**src/rtl/sensor_pause_pkg.sv**
```systemverilog
// Shared types and constants for the sensor-triggered drivetrain pause controller.
package sensor_pause_pkg;

  // Pause sequencer states: idle, motors held off, motors back on with pause flag set.
  typedef enum logic [1:0] {
    IDLE  = 2'd0,
    HALT  = 2'd1,
    CREEP = 2'd2
  } state_t;

  // Default durations: 1.5 s total pause, 0.75 s motor-off phase at 50 MHz.
  localparam int unsigned DEF_CNT_W     = 27;
  localparam int unsigned DEF_PAUSE_CYC = 75_000_000;
  localparam int unsigned DEF_HALF_CYC  = 37_500_000;

  // True when value is representable in an unsigned counter of the given width.
  function automatic bit fits_width(input longint unsigned value, input int unsigned width);
    if (width >= 64) return 1'b1;
    return (value >> width) == 0;
  endfunction

endpackage

```
**src/rtl/sns_trigger.sv**
```systemverilog
// Sensor front-end: optional synchroniser chain, edge register, mask and
// edge/level qualification producing one trigger bit per channel.
module sns_trigger #(
  parameter int unsigned N_SNS       = 2,
  parameter int unsigned SYNC_STAGES = 2,
  parameter bit          EDGE_MODE   = 1'b1
) (
  input  logic             clk,
  input  logic             rst_n,
  input  logic [N_SNS-1:0] sns,
  input  logic [N_SNS-1:0] mask,
  output logic [N_SNS-1:0] trig
);

  logic [N_SNS-1:0] sync;
  logic [N_SNS-1:0] sync_d;

  if (SYNC_STAGES == 0) begin : g_no_sync
    assign sync = sns;
  end else begin : g_sync
    logic [N_SNS-1:0] stage_q [SYNC_STAGES];

    // Shift raw requests through the synchroniser chain.
    always_ff @(posedge clk or negedge rst_n) begin
      if (!rst_n) begin
        // NOTE: the chain is reset so no phantom rising edge appears after reset release.
        for (int i = 0; i < SYNC_STAGES; i++) stage_q[i] <= '0;
      end else begin
        // NOTE: non-blocking so each stage captures its predecessor's previous value.
        stage_q[0] <= sns;
        for (int i = 1; i < SYNC_STAGES; i++) stage_q[i] <= stage_q[i-1];
      end
    end

    assign sync = stage_q[SYNC_STAGES-1];
  end

  // Remember last synchronised value for rising-edge detection; an input
  // already high at reset release therefore counts as an edge.
  always_ff @(posedge clk or negedge rst_n) begin
    if (!rst_n) sync_d <= '0;
    else        sync_d <= sync;
  end

  assign trig = ~mask & (EDGE_MODE ? (sync & ~sync_d) : sync);

endmodule

```
**src/rtl/sensor_pause_ctrl.sv**
```systemverilog
// Two-phase drivetrain pause: any qualified sensor trigger disables the motors
// for HALF_CYC cycles, then re-enables them while Pause stays high until
// PAUSE_CYC cycles have elapsed. Reports the triggering channels and a Done pulse.
module sensor_pause_ctrl
  import sensor_pause_pkg::*;
#(
  parameter int unsigned N_SNS       = 2,
  parameter int unsigned CNT_W       = DEF_CNT_W,
  parameter int unsigned PAUSE_CYC   = DEF_PAUSE_CYC,
  parameter int unsigned HALF_CYC    = DEF_HALF_CYC,
  parameter int unsigned SYNC_STAGES = 2,
  parameter bit          EDGE_MODE   = 1'b1,
  parameter bit          RETRIG      = 1'b0
) (
  input  logic             clk,
  input  logic             rst_n,
  input  logic [N_SNS-1:0] SnsDisable,
  input  logic [N_SNS-1:0] SnsMask,
  input  logic             ForceClear,
  output logic             Enable,
  output logic             Pause,
  output logic [N_SNS-1:0] Cause,
  output logic             Done
);

  if (N_SNS < 1 || N_SNS > 16) begin : g_bad_n_sns
    $error("N_SNS must be in 1..16");
  end
  if (HALF_CYC < 1 || HALF_CYC >= PAUSE_CYC) begin : g_bad_half
    $error("HALF_CYC must satisfy 1 <= HALF_CYC < PAUSE_CYC");
  end
  if (!fits_width(longint'(PAUSE_CYC), CNT_W)) begin : g_bad_width
    $error("PAUSE_CYC does not fit in CNT_W bits");
  end

  localparam logic [CNT_W-1:0] HALF_LAST  = CNT_W'(HALF_CYC - 1);
  localparam logic [CNT_W-1:0] PAUSE_LAST = CNT_W'(PAUSE_CYC - 1);
  localparam logic [CNT_W-1:0] ONE        = CNT_W'(1);

  logic [N_SNS-1:0] trig;
  logic             any_trig;
  state_t           state;
  logic [CNT_W-1:0] timer;
  logic             enable_q;
  logic             pause_q;
  logic [N_SNS-1:0] cause_q;
  logic             done_q;

  sns_trigger #(
    .N_SNS      (N_SNS),
    .SYNC_STAGES(SYNC_STAGES),
    .EDGE_MODE  (EDGE_MODE)
  ) u_trigger (
    .clk  (clk),
    .rst_n(rst_n),
    .sns  (SnsDisable),
    .mask (SnsMask),
    .trig (trig)
  );

  assign any_trig = |trig;

  // Pause sequencer with phase timer and registered Enable/Pause/Cause/Done.
  always_ff @(posedge clk or negedge rst_n) begin
    if (!rst_n) begin
      state    <= IDLE;
      timer    <= '0;
      enable_q <= 1'b1;
      pause_q  <= 1'b0;
      cause_q  <= '0;
      done_q   <= 1'b0;
    end else begin
      done_q <= 1'b0;
      if (ForceClear) begin
        // Abort wins over everything; Cause is kept for diagnosis.
        state    <= IDLE;
        timer    <= '0;
        enable_q <= 1'b1;
        pause_q  <= 1'b0;
      end else begin
        unique case (state)
          IDLE: begin
            if (any_trig) begin
              state    <= HALT;
              timer    <= '0;
              enable_q <= 1'b0;
              pause_q  <= 1'b1;
              cause_q  <= trig;
            end
          end
          HALT: begin
            cause_q <= cause_q | trig;
            if (RETRIG && any_trig) begin
              timer <= '0;
            end else begin
              timer <= timer + ONE;
              if (timer == HALF_LAST) begin
                state    <= CREEP;
                enable_q <= 1'b1;
              end
            end
          end
          CREEP: begin
            if (timer == PAUSE_LAST) begin
              // A fresh edge on the last cycle chains straight into a new pause.
              // In level mode a still-asserted request is serviced from IDLE
              // instead, so a stuck sensor yields one Pause-low cycle per period.
              if (EDGE_MODE && any_trig) begin
                state    <= HALT;
                timer    <= '0;
                enable_q <= 1'b0;
                cause_q  <= trig;
              end else begin
                state   <= IDLE;
                timer   <= '0;
                pause_q <= 1'b0;
                done_q  <= 1'b1;
              end
            end else if (RETRIG && any_trig) begin
              state    <= HALT;
              timer    <= '0;
              enable_q <= 1'b0;
              cause_q  <= cause_q | trig;
            end else begin
              timer   <= timer + ONE;
              cause_q <= cause_q | trig;
            end
          end
          default: begin
            state    <= IDLE;
            timer    <= '0;
            enable_q <= 1'b1;
            pause_q  <= 1'b0;
          end
        endcase
      end
    end
  end

  assign Enable = enable_q;
  assign Pause  = pause_q;
  assign Cause  = cause_q;
  assign Done   = done_q;

endmodule

```
**config.mk**
```make
export PLATFORM = sky130hd
export DESIGN_NAME = sensor_pause_ctrl
export DESIGN_NICKNAME = d
export VERILOG_FILES = /design/src/rtl/sensor_pause_pkg.sv /design/src/rtl/sns_trigger.sv /design/src/rtl/sensor_pause_ctrl.sv
export SDC_FILE = /design/constraint.sdc
export NUM_CORES = 1
export LEC_CHECK = 0
export ABC_AREA = 0
export CAP_MARGIN = 20
export CORE_MARGIN = 2
export CORE_UTILIZATION = 54
export DETAILED_ROUTE_END_ITERATION = 12
export HOLD_SLACK_MARGIN = 0.08
export PLACE_DENSITY = 0.76
export REMOVE_ABC_BUFFERS = 1
export SETUP_SLACK_MARGIN = 0.02
export SYNTH_ARGS = -nofsm -noshare
export SYNTH_HDL_FRONTEND = slang
export SYNTH_SLANG_ARGS = --single-unit
```
**constraint.sdc**
```tcl
create_clock -name clk -period 2.2 [get_ports clk]
set_input_delay 0.22 -clock clk [delete_from_list [all_inputs] [get_ports clk]]
set_output_delay 0.22 -clock clk [all_outputs]
set_load 0.1 [all_outputs]
```
# Word level (Yosys, flattened, before mapping)
# Index checks and enable logic that the tools add are counted.
[word_totals] word_cells=59 reg_bits=40 in_bits=7 out_inout_bits=5
[op_classes] eq_ne=9 n_addsub=1 reduce_logical=7 muxes=27 n_bitwise=6
[op_table] cell="two-way mux 27 bit" count=3
[op_table] cell="one-hot mux 27 bit (3 select lines)" count=1
[op_table] cell="adder 27 x 1 -> 27 bit (second input constant)" count=1
[op_table] cell="equality test 27 x 26 -> 1 bit (second input constant)" count=1
[op_table] cell="equality test 27 bit (second input constant)" count=1
[op_table] cell="two-way mux 1 bit" count=13
[op_table] cell="two-way mux 2 bit" count=6
[op_table] cell="inequality test 3 bit (second input constant)" count=4
[op_table] cell="one-hot mux 2 bit (3 select lines)" count=2
[op_table] cell="one-hot mux 1 bit (3 select lines)" count=2
[op_table] cell="bitwise AND 2 bit" count=2
[op_table] cell="inverter 2 bit" count=2
[op_table] cell="AND reduction 2 bit" count=2
[op_table] cell="AND reduction 4 bit" count=1
[op_table] cell="AND reduction 3 bit" count=1
[op_table] cell="nonzero test 3 bit" count=1
[op_table] cell="equality test 2 x 1 -> 1 bit (second input constant)" count=1
[op_table] cell="equality test 2 bit (second input constant)" count=1
[op_table] cell="zero test 2 bit" count=1
[op_table] cell="inequality test 2 bit (second input constant)" count=1
[op_table] cell="OR 2 bit" count=1
[op_table] cell="OR reduction 2 bit" count=1
[op_table] cell="inverter 1 bit" count=1

# Longest topological paths before layout
# Gate-level depths: netlist of run 1.
[depth] depth_word=8 depth_mapped=9 mapped_depth_nobuf=7

# Hierarchy
# Synthesis of run 1 repeated with hierarchy kept, for this count alone.
[unflattened] hier_cells=232 area_unflattened_um2=2223.4
[modules_own_cells] mod="sensor_pause_ctrl" seq_area_each_um2=852.1 cells_each=224 area_each_um2=2048.2 instances=1
[modules_own_cells] mod="sns_trigger" seq_area_each_um2=150.1 cells_each=8 area_each_um2=175.2 instances=1

# Least setup slack after synthesis of run 1
# No wires, ideal clock.
[synth_timing] path_kind="register to register" startpoint="reg timer[12]" endpoint="reg state[0]" setup_time_ps=128 t_arrival_ps=2020 setup_slack_ps=53 synth_period_minus_slack_ps=2147 stages_incl_launch_ff=7 cell_sequence="dfrtp_1 > buf_6 > or4b_4 > nor4_1 > nand2_1 > a211oi_2 > mux2_1"
[synth_via] elab_chain_len=3 word_cells_on_any_way=5
[synth_lines] element="start, declared" line_no="sensor_pause_ctrl.sv:43" rtl="logic [CNT_W-1:0] timer;"
[synth_lines] element="start signal, assigned" line_no="sensor_pause_ctrl.sv:96" rtl="timer <= timer + ONE;"
[synth_lines] element="start signal, assigned" line_no="sensor_pause_ctrl.sv:125" rtl="timer <= timer + ONE;"
[synth_lines] element="equality test 27 bit / equality test 27 x 26 -> 1 bit (equally long branches)" line_no="sensor_pause_ctrl.sv:104, sensor_pause_ctrl.sv:97"
[synth_lines] element="inequality test 3 bit (no line)"
[synth_lines] element="AND reduction 3 bit (no line) *"
[synth_lines] element="end signal, assigned" line_no="sensor_pause_ctrl.sv:109" rtl="state <= HALT;"
[synth_lines] element="end signal, assigned" line_no="sensor_pause_ctrl.sv:114" rtl="state <= IDLE;"
[synth_lines] element="end signal, assigned" line_no="sensor_pause_ctrl.sv:120" rtl="state <= HALT;"
[synth_lines] element="end, declared" line_no="sensor_pause_ctrl.sv:42" rtl="state_t state;"
# Mark *: on every way between the ends. The rest lies on a longest branch, timed or not.
# A chain may end at the register's enable or synchronous reset.

# Worst setup path after layout of run 1
[layout_timing] startpoint="reg state[1]" endpoint="reg timer[8]"
[layout_via] elab_chain_len=3 word_cells_on_any_way=6
[layout_lines] element="start signal, assigned" line_no="sensor_pause_ctrl.sv:66" rtl="state <= IDLE;"
[layout_lines] element="start signal, assigned" line_no="sensor_pause_ctrl.sv:76" rtl="state <= IDLE;"
[layout_lines] element="start signal, assigned" line_no="sensor_pause_ctrl.sv:84" rtl="state <= HALT;"
[layout_lines] element="equality test 2 bit, or another cell as far along" line_no="sensor_pause_ctrl.sv:81" rtl="unique case (state)"
[layout_lines] element="one-hot mux 27 bit (3 select lines)" line_no="sensor_pause_ctrl.sv:81"
[layout_lines] element="two-way mux 27 bit" line_no="sensor_pause_ctrl.sv:74" rtl="if (ForceClear) begin"
# Several ways; a longest one is shown, not always the timed one.

==> results.sh, run 1 <==
export IMPL_ir_worst_vdd_mv=0.5325
export IMPL_synthDistinctLibCells=50
export IMPL_ant_nets=0
export IMPL_die_y_um=71.12
export IMPL_min_period_ns=2.329
export IMPL_power_density_nw_per_um2=908.3
export IMPL_required_ns=2.37
export IMPL_power_mw=2.957
export IMPL_setup_ws_ns=-0.1289
export IMPL_slowest_stage="or4bb_4"
export IMPL_worstSetupPathType="flop to flop"
export IMPL_drc=0
export IMPL_start_util=0.5586
export IMPL_clk_pin_slew_ns=0.08
export IMPL_p_leak_nw=1.354
export IMPL_setup_viol=20
export IMPL_grt_pass1_vias=2196
export IMPL_yosysWarnings=0
export IMPL_min_delay_start="SnsDisable[0]"
export IMPL_avgSynthCellArea_um2=9.144
export IMPL_root_buffer="clkbuf_8"
export IMPL_grt_first_pass_wirelength_mm=10.50
export IMPL_worst_ep_arrival_time_ns=2.50
export IMPL_antenna_found_initial=0
export IMPL_grt_overflow_total=0
export IMPL_r2r_start="state[1]"
export IMPL_crit_path_cell_trace="inv_2, ha_4, or4bb_4, nor4_4, buf_4, a211oi_4, clkbuf_16, o21ai_0, a31oi_1"
export IMPL_ff2ff_setup_slack_ns=-0.13
export IMPL_htree_levels=2
export IMPL_cpPeakStageDelay_ns=0.53
export IMPL_place_congestion=0.9300
export IMPL_start_kind="flop"
export IMPL_synth_area_um2=2432
export IMPL_io_buffer_count=11
export IMPL_hold_path_class="input port to flop"
export IMPL_clk_latency_ns=0.30
export IMPL_cts_buffers=5
export IMPL_finalHoldViolations=0
export IMPL_via_per_inst=6.739
export IMPL_num_rows=24
export IMPL_status="finished, violations left"
export IMPL_cts_buffer_depth=2
export IMPL_tritoncts="done"
export IMPL_fmax_mhz=429.4
export IMPL_min_to="u_trigger.g_sync.stage_q[2]"
export IMPL_drtIter0Drc=282
export IMPL_routed_wl_mm=7.093
export IMPL_wire_per_inst_um=19.07
export IMPL_failed_checks="negative setup slack"
export IMPL_relSlewSlack=0.3973
export IMPL_die_w_um=71.12
export IMPL_syn_to_final_growth_pct=33.85
export IMPL_place_hpwl_mm=4.497
export IMPL_ys_ff_latch=40
export IMPL_fin_setup_tns_ns=-0.7667
export IMPL_vias=2507
export IMPL_io_pin_count=12
export IMPL_synth_edf_count=0
export IMPL_rsz0062_at_grt="true"
export IMPL_skew_ns=0.006845
export IMPL_design_core_area_um2=4354
export IMPL_async_flop_share=1.000
export IMPL_synth_ff_type="dfrtp_1"
export IMPL_grt_use_total=0.2646
export IMPL_whs_path_depth=1
export IMPL_drive_gt1_frac=0.3094
export IMPL_grt_max_degree=41
export IMPL_hold_ws_ns=0.3461
export IMPL_synth_seq_area_share=0.4120
export IMPL_drv_slew=0
export IMPL_cts_sinks=40
export IMPL_startpoint="state[1]"
export IMPL_syn_inst=266
export IMPL_path_max_fanout=10
export IMPL_reg2reg_depth=9
export IMPL_dr_pass1_iters=5
export IMPL_cp_end_kind="flop"
export IMPL_worstMarginPinSlew_ns=0.9041
export IMPL_maxCapViolCount=0
export IMPL_post_route_period_util=1.059
export IMPL_post_place_ws_ns=-0.02993
export IMPL_dieArea_um2=5057
export IMPL_antenna_cells=0
export IMPL_r2r_end="timer[8]"
export IMPL_nets=332
==> Yosys cell counts, types with 4 or more instances <==
library cell	n	area, um^2
and3_1	9	56.30
nand2_1	21	78.83
inv_1	6	22.52
nor2_1	10	37.54
ha_1	6	75.07
nand3_1	16	80.08
nor4_1	7	43.79
a21oi_1	19	95.09
o21ai_0	9	45.04
and2_1	4	25.02
nand4_1	11	68.82
a31oi_1	31	193.9
clkbuf_1	7	26.28
nor3_1	5	25.02
dfrtp_1	39	975.9
or2b_1	5	37.54
buf_2	5	25.02
nand2b_1	6	37.54
==> power by group <==
group          total [mW]  internal [mW]  leakage, nW  switching [mW]
Combinational        1.49          0.597        0.761           0.892
Sequential          0.841          0.795        0.538          0.0465
Clock               0.626          0.342       0.0548           0.285
==> worst max-delay path by stage <==
stage                      endpoint  depth (start not counted)  slack, ns
after global placement     timer[5]                          8       0.05
after global routing       timer[8]                          9      -0.18
after detailed placement   state[0]                          5      -0.03
after floorplan           timer[16]                          5      -0.41
final                      timer[8]                          9      -0.13
after CTS                  timer[5]                          8       0.01
==> cell type report <==
class / count / area (um^2)
inverters: 6 / 22.52
clock buffers: 5 / 68.82
fillers: 295 / 1099
well taps: 52 / 65.06
multi-input cells: 204 / 1485
repair buffers: 62 / 565.5
flip-flops and latches: 40 / 1002
clock inverters: 3 / 46.29
==> metal layers <==
| layer | track usage | wire, um | up-vias |
|---|---|---|---|
| li1 | - | - | 1131 |
| met1 | 0.3608 | 2936 | 1205 |
| met2 | 0.4237 | 3381 | 141 |
| met3 | 0.05128 | 566 | 30 |
| met4 | 0.09224 | 209 | 0 |
| met5 | 0 | 0 | - |
==> registers in the layout (all words and copies together), names as in the netlist, 2 cells and up <==
| register | flops |
|---|---|
| Cause | 2 |
| u_trigger.sync_d | 2 |
| u_trigger.g_sync.stage_q | 2 |
| state | 2 |
| u_trigger.sync | 2 |
| timer | 27 |
==> cell usage in the layout, fill, tap and decap left out, types with 5 or more instances in the layout <==
cell type	Yosys	final
nand3_1	16	16
clkdlybuf4s50_1	0	5
and3_1	9	9
a21oi_1	19	14
dfrtp_1	39	39
nor4_1	7	6
o21ai_0	9	7
nand4_1	11	11
or2b_1	5	5
inv_1	6	5
a31oi_1	31	26
nor2_1	10	10
buf_4	0	46
nand2_1	21	21
clkbuf_8	0	5
nand2b_1	6	6
==> worst max-delay path, delay by kind of cell, from the launching register on <==
| kind | cells | cell delay (ns) |
|---|---|---|
| DFF | 1 | 0.39 |
| buffers and inverters | 3 | 0.46 |
| adders and majority gates | 1 | 0.16 |
| and+or+nand+nor | 2 | 0.79 |
| AOI/OAI and AO/OA | 3 | 0.39 |
==> through the flow <==
step	std cells	utilization	area (um^2)
after CTS	366	0.6899	3004
final	372	0.7477	3256
after floorplan	250	-	2344
after global routing	372	0.7477	3256
after detailed placement	357	0.6598	2873
after global placement	357	0.6598	2873
==> what timing repair did <==
action | 4_1_cts | 5_1_grt
resized for setup | 1 | 32
setup buffers | 0 | 3
hold endpoints to repair | 39 | 0
gates cloned | 0 | 3
hold buffers | 1 | 0
pin swaps | 1 | 12
setup endpoints to repair | 3 | 29
==> cell families (layout without fill, tap and decap cells) <==
group	after synthesis	in the layout	share of synthesized area
flops	40	40	0.4120
simple gates	118	118	0.2942
fa+ha+maj	6	6	0.03086
compound gates	76	76	0.2001
buf+inv	22	76	0.04578
mux	4	4	0.01698
Note: power is estimated with default switching activity, not from simulation.
==> inputs of run 2 (changes only) <==
- CORE_MARGIN: 2 -> not set
==> run 2 against run 1 <==
Compared with the run above:
- the flow now finishes without violations
- cell count shrank 1.6%
- clock power fell by 2%
- combinational power fell by 14%
- core utilization fell by 5.1 points
- clock-buffer cell count unchanged
- total power fell by 8.0%
- largest power group unchanged
==> results.sh, run 2 (same netlist as run 1, synthesis figures left out) <==
export IMPL_status="complete, no violations"
export IMPL_drtIter0Drc=246
export IMPL_routed_wl_mm=6.703
export IMPL_final_cell_mix="buf_4 (45), dfrtp_1 (39), a31oi_1 (31)"
export IMPL_syn_to_final_growth_pct=24.79
export IMPL_grt_max_degree=41
export IMPL_grt_use_total=0.2824
export IMPL_ant_nets=0
export IMPL_via_per_inst=6.503
export IMPL_ir_worst_vdd_mv=0.4007
export IMPL_min_to="u_trigger.g_sync.stage_q[3]"
export IMPL_min_delay_start="SnsDisable[1]"
export IMPL_crit_path_cell_trace="or4_4, nor3_4, nand2_1, a211oi_2, mux2_1"
export IMPL_cts_sinks=40
export IMPL_die_w_um=69.12
export IMPL_rsz0062_at_grt="true"
export IMPL_topRoutingLayerUsed="met4"
export IMPL_design_core_area_um2=4354
export IMPL_power_density_nw_per_um2=896.4
export IMPL_relSlewSlack=0.3990
export IMPL_r2r_start="timer[8]"
export IMPL_slowest_stage="or4_4"
export IMPL_place_inst=353
export IMPL_cts_buffers=5
export IMPL_regMostFlops="timer"
export IMPL_cpPeakStageDelay_ns=0.57
export IMPL_drv_slew=0
export IMPL_clk_pin_slew_ns=0.08
export IMPL_p_leak_nw=1.295
export IMPL_die_y_um=69.12
export IMPL_start_util=0.5586
export IMPL_maxCapViolCount=0
export IMPL_tritoncts="done"
export IMPL_wl_met2_mm=3.176
export IMPL_hold_ws_ns=0.3521
export IMPL_cpLargestDelayFamily="simple AND/OR/NAND/NOR gates"
export IMPL_worstMarginPinSlew_ns=0.9016
export IMPL_drive_gt1_frac=0.2516
export IMPL_place_congestion=0.9389
export IMPL_r2r_end="state[0]"
export IMPL_final_common_cell="buf_4"
export IMPL_drc=0
export IMPL_clk_latency_ns=0.30
export IMPL_path_max_fanout=3
export IMPL_num_rows=24
export IMPL_dr_wl_met3_um=450
export IMPL_whs_path_depth=1
export IMPL_layout_cells_non_filler=366
export IMPL_dr_pass1_iters=5
export IMPL_fmax_mhz=465.8
export IMPL_finalHoldViolations=0
export IMPL_start_kind="flop"
export IMPL_post_place_ws_ns=-0.04320
export IMPL_drt_met1_wl_mm=3.012
export IMPL_hold_path_class="input port to flop"
export IMPL_cts_buffer_depth=2
export IMPL_largest_reg_flops=27
export IMPL_antenna_found_initial=0
export IMPL_io_buffer_count=11
export IMPL_antenna_cells=0
export IMPL_worstSetupPathType="flop to flop"
export IMPL_reg2reg_depth=5
export IMPL_min_period_ns=2.147
export IMPL_grt_overflow_total=0
export IMPL_worst_ep_arrival_time_ns=2.33
export IMPL_setup_ws_ns=0.05317
export IMPL_grt_pass1_vias=2179
export IMPL_nets=326
export IMPL_vias=2380
export IMPL_setup_viol=0
export IMPL_io_pin_count=12
export IMPL_critPathBufInv=0
export IMPL_dieArea_um2=4777
export IMPL_root_buffer="clkbuf_8"
export IMPL_skew_ns=0.005624
export IMPL_grt_first_pass_wirelength_mm=10.81
export IMPL_htree_levels=2
export IMPL_ff2ff_setup_slack_ns=0.05
export IMPL_cp_end_kind="flop"
export IMPL_post_route_period_util=0.9758
export IMPL_final_util=0.6971
export IMPL_required_ns=2.38
export IMPL_wire_per_inst_um=18.31
export IMPL_place_hpwl_mm=4.457
run 2: cell count changes in the layout (fill, tap and decap cells not counted), moves of 3 or more:
cell and change:
a21oi_1 +3, a21oi_2 -3, a31oi_1 +5, a31oi_2 -3, a41oi_1 +3, a41oi_2 -3
run 2: worst reg2reg max path, delay by kind of cell (launching register included):
kind | cells | cell delay, ns
mux | 1 | 0.35
simple gates | 3 | 0.94
flops | 1 | 0.42
compound gates | 1 | 0.34
run 2: layer usage:
layer	GRT usage	vias up
met5	0	-
met4	0.07256	0
met3	0.05409	7
met2	0.4380	98
met1	0.4067	1154
li1	-	1121
run 2: area by class of cell:
type	instances	area (um^2)
repair buffers	56	456.7
inverters	6	22.52
clock inverters	3	42.54
flip-flops and latches	40	1002
clock buffers	5	68.82
multi-input cells	204	1378
well taps	52	65.06
fillers	337	1319
run 2: worst max path at each step:
stage	start	end	cells past startpoint
floorplan	u_trigger.sync_d[1]	timer[16]	5
global placement	state[1]	timer[2]	8
detailed placement	SnsMask[0]	timer[16]	7
CTS	state[1]	timer[23]	9
global route	timer[8]	state[0]	5
finish	timer[8]	state[0]	5
run 2: repair_timing:
item                                    CTS  global route
hold buffers                              1             0
pin swaps                                 9             4
hold endpoints to repair                  8             0
setup buffers                             3             1
endpoints found under the setup margin    3            29
resized for setup                        10             4
run 2: where the power goes:
group | internal [mW] | leakage, nW | switching (mW) | total (mW)
logic | 0.484 | 0.703 | 0.792 | 1.28
registers | 0.795 | 0.538 | 0.0373 | 0.832
clock network | 0.336 | 0.0541 | 0.277 | 0.613
total | 1.61 | 1.30 | 1.11 | 2.72
run 2: per-stage QoR:
step	instance area, um^2	power, mW	setup TNS, ns
floorplan	2344	1.531	-5.405
global placement	2818	1.969	0
detailed placement	2818	1.996	-0.06965
CTS	3008	2.707	-0.03546
global route	3035	2.851	-0.03482
finish	3035	2.721	0
